$ cat src/rtl/serial_parity_rx.sv
// Serial frame receiver: start bit, DATA_W data bits LSB first, parity bit, stop bit.
// Checks XOR parity and the stop level, then presents the word with error flags.
module serial_parity_rx #(
    parameter int DATA_W = 8,
    parameter bit ODD    = 1'b0
) (
    input  logic              clk,
    input  logic              rst,
    input  logic              din_valid,
    input  logic              din,
    output logic [DATA_W-1:0] dout,
    output logic              dout_valid,
    output logic              parity_err,
    output logic              frame_err,
    output logic              busy
);

    localparam int CNT_W = $clog2(DATA_W + 1);
    localparam logic [CNT_W-1:0] LAST_BIT = CNT_W'(DATA_W - 1);

    localparam logic [1:0] IDLE   = 2'd0;
    localparam logic [1:0] DATA   = 2'd1;
    localparam logic [1:0] PARITY = 2'd2;
    localparam logic [1:0] STOP   = 2'd3;

    logic [1:0]        state;
    logic [CNT_W-1:0]  bit_cnt;
    logic              acc;
    logic              perr;
    logic [DATA_W-1:0] shift_reg;

    // NOTE: all state lives in one clocked block with non-blocking assignments, so every
    // term on a right-hand side is the value from before this edge and no latch can form.
    always_ff @(posedge clk) begin
        if (rst) begin
            state      <= IDLE;
            bit_cnt    <= '0;
            acc        <= 1'b0;
            perr       <= 1'b0;
            shift_reg  <= '0;
            dout       <= '0;
            dout_valid <= 1'b0;
            parity_err <= 1'b0;
            frame_err  <= 1'b0;
        end else begin
            dout_valid <= 1'b0;
            if (din_valid) begin
                case (state)
                    IDLE: begin
                        if (!din) begin
                            state   <= DATA;
                            bit_cnt <= '0;
                            acc     <= 1'b0;
                        end
                    end
                    DATA: begin
                        // Shifting in at the MSB leaves the first data bit in bit 0.
                        shift_reg <= {din, shift_reg[DATA_W-1:1]};
                        acc       <= acc ^ din;
                        bit_cnt   <= bit_cnt + CNT_W'(1);
                        if (bit_cnt == LAST_BIT) state <= PARITY;
                    end
                    PARITY: begin
                        perr  <= acc ^ din ^ ODD;
                        state <= STOP;
                    end
                    STOP: begin
                        // Deliver even on errors; the outputs hold until the next frame ends.
                        state      <= IDLE;
                        dout       <= shift_reg;
                        dout_valid <= 1'b1;
                        parity_err <= perr;
                        frame_err  <= ~din;
                    end
                    default: state <= IDLE;
                endcase
            end
        end
    end

    assign busy = (state != IDLE);

endmodule

$ cat config.mk
export PLATFORM = sky130hd
export DESIGN_NAME = serial_parity_rx
export DESIGN_NICKNAME = d
export VERILOG_FILES = /design/src/rtl/serial_parity_rx.sv
export SDC_FILE = /design/constraint.sdc
export NUM_CORES = 1
export LEC_CHECK = 0
export CAP_MARGIN = 10
export CORE_ASPECT_RATIO = 2
export CORE_MARGIN = 2
export CORE_UTILIZATION = 40
export CTS_CLUSTER_DIAMETER = 80
export DETAILED_ROUTE_END_ITERATION = 8
export REMOVE_ABC_BUFFERS = 1
export SETUP_SLACK_MARGIN = 0.15
export SYNTH_ARGS = -nofsm -noshare
export SYNTH_HDL_FRONTEND = slang
export SYNTH_SLANG_ARGS = --single-unit
$ cat constraint.sdc
create_clock -name clk -period 4.6 [get_ports clk]
set_clock_uncertainty 0.05 [all_clocks]
set_input_delay 0.46 -clock clk [delete_from_list [all_inputs] [get_ports clk]]
set_output_delay 0.46 -clock clk [all_outputs]
set_load 0.03 [all_outputs]
==> run_results.csv <==
group,metric,value,unit
status,status,"finished, final reports clean",
grt,gr-total-overflow,0,
critical_path,cp-start-kind,"flip-flop",
routing,dr_total_vias,896,
synth,avgSynthCellArea,8.65,um2
flow_run,drv_cap,0,
timing,hold_viol_final,0,
pwr,p_leak,0.466,nW
clock_network,cts_buffers,3,
timing,min_period_over_period,0.510,
grt,grt_max_degree,28,
clock_network,htreeDepth,1,
die,core,2770,um2
timing,worstMarginPinSlew,969,ps
final_layout,diodes,0,
critical_path,reg2reg_depth,6,
critical_path,crit_arrival,1840,ps
routing,avgRoutedWirePerCell,12.2,um
timing,rsz0062_at_grt,"no",
clock_network,post_cts_buffers,0,
critical_path,slowest_delay,660,ps
final_layout,final_core_util,0.487,
grt,grtUsageTotal,0.137,
timing,relSlewSlack,0.352,
critical_path,rr_startpoint,"state[1]",
final_layout,final_area,1350,um2
final_layout,area_growth,16.4,%
routing,postRouteAntennaNets,0,
hold_path,whs_endpoint,"dout[3]",
critical_path,cp_max_fo,6,
routing,routed_via_density,5.15,
place,place_hpwl,1590,um
synth,synthesis.area,1160,um2
clock_network,root_buffer,"clkbuf_8",
final_layout,final_common_cell,"nand2_1",
critical_path,path_cells,"inv_1 -> ha_1 -> inv_1 -> clkdlybuf4s50_1",
die,die_h,80.1,um
critical_path,crit_required,4090,ps
place,pre_cts_slack,2310,ps
clock_network,clk_path_buf_depth,2,
synth,syn_inst,134,
die,rows,27,
synth,ys_types,28,
timing,timing.hold.ws,405,ps
hold_path,hold_path_class,"flip-flop to flip-flop",
critical_path,r2r-end,"bit_cnt[3]",
critical_path,cpMostUsedCell,"inv_1",
die,dieArea,3370,um2
timing,max_freq,426,MHz
clock_network,clk_latency,270,ps
clock_network,clk_pin_slew,90,ps
die,initial_core_util,0.418,
final_layout,nets,156,
timing,fin_ws,2250,ps
synth,yosysWarnings,0,
final_layout,drive_above_1_share,0.0552,
clock_network,postCtsHoldBufs,0,
die,die_w,42.1,um
timing,slew_viol_final,0,
timing,fin_tns_setup,0,ps
critical_path,crit_type,"flip-flop to output pin",
pwr,ir_drop,0.182,mV
routing,first_iter_violations,12,
clock_network,cts_tree,"done",
critical_path,rrSetupSlack,2820,ps
timing,setup_viol_count_final,0,
hold_path,hold_depth,2,
place,place.gp.congestion,0.697,
routing,dr.pass1.iters,4,
grt,grt_pass1_vias,814,
hold_path,hp-start,"dout[3]",
pwr,power_density,313,nW/um2
place,io_buffers,15,
grt,antenna_found_initial,0,
clock_network,cts_sinks,27,
die,pin_count,16,
routing,remaining_drc_errors,0,
timing,period_needed,2350,ps
synth,ys_ff_latch,27,
place,dpl_cell_area,1300,um2
clock_network,cts_resized,0,
routing,routed_wl,2120,um
pwr,finalPower,422,uW
critical_path,worstSetupEndpointType,"output pin",
final_layout,fin_cells,174,
critical_path,crit_slowest_cell,"clkdlybuf4s50_1",
place,dpl.cell_count,170,
grt,grt_pass1_wl,3510,um
synth,yosysSeqAreaShare,0.467,
final_layout,mostFrequentLayoutCells,"nand2_1 (28), dfxtp_1 (27), a21oi_1 (20)",
## area by class of cell
class,count,area [um2]
flip-flops and latches,27,541
multi-input cells,96,566
repair buffers,15,150
inverters,3,11.3
clock buffers,4,45.0
fillers,274,1420
well taps,29,36.3
## how the worst max path moves through the flow
stage	start	to	depth (start not counted)	slack, ps
final	state[0]	busy	4	2250
after global routing	state[0]	busy	4	2180
after CTS	state[0]	busy	4	2240
after detailed placement	din_valid	state[1]	5	2310
after global placement	din_valid	state[1]	5	2360
after floorplan	state[1]	bit_cnt[2]	6	3080
## cells by family after synthesis
| kind of cell | count (synthesis) | synth area share |
|---|---|---|
| buffers and inverters | 11 | 0.0453 |
| DFF | 27 | 0.467 |
| AOI/OAI and AO/OA | 30 | 0.176 |
| xor gates and xnor gates | 3 | 0.0227 |
| and+or+nand+nor | 56 | 0.216 |
| muxes | 1 | 0.00864 |
| adders and majority gates | 6 | 0.0648 |
## critical path: cells and delay by family (launching register included)
kind | cells | cell delay, ps
buf+inv | 3 | 850
flops | 1 | 400
fa+ha+maj | 1 | 310
## metal layers
| metal | global-route usage | vias up | wire, um |
|---|---|---|---|
| met1 | 0.142 | 407 | 871 |
| li1 | - | 472 | - |
| met5 | 0 | - | 0 |
| met4 | 0.0750 | 0 | 44 |
| met3 | 0.0135 | 4 | 44 |
| met2 | 0.259 | 13 | 1160 |
## synthesized netlist by cell type (all sizes together)
library cell | number | area (um2)
nor2 | 9 | 33.8
nand3 | 8 | 40.0
a21oi | 20 | 100
and3 | 1 | 6.26
and2 | 1 | 6.26
nor3 | 3 | 15.0
a211oi | 2 | 20.0
mux2i | 1 | 10.0
o21ai | 1 | 5.00
clkbuf | 2 | 7.51
dfxtp | 27 | 541
ha | 6 | 75.1
xnor2 | 1 | 8.76
a32oi | 1 | 8.76
a311oi | 1 | 8.76
a31o | 1 | 8.76
xor2 | 2 | 17.5
and2b | 2 | 15.0
nand2 | 29 | 111
a21boi | 2 | 37.5
nand3b | 3 | 22.5
o211ai | 2 | 15.0
inv | 3 | 11.3
buf | 6 | 33.8
## where the power goes
part           switching [mW]  internal, mW
clock network          0.0702        0.0620
registers             0.00291         0.237
logic                  0.0316        0.0184
total                   0.105         0.317
Power figures use the tool's default switching activity.
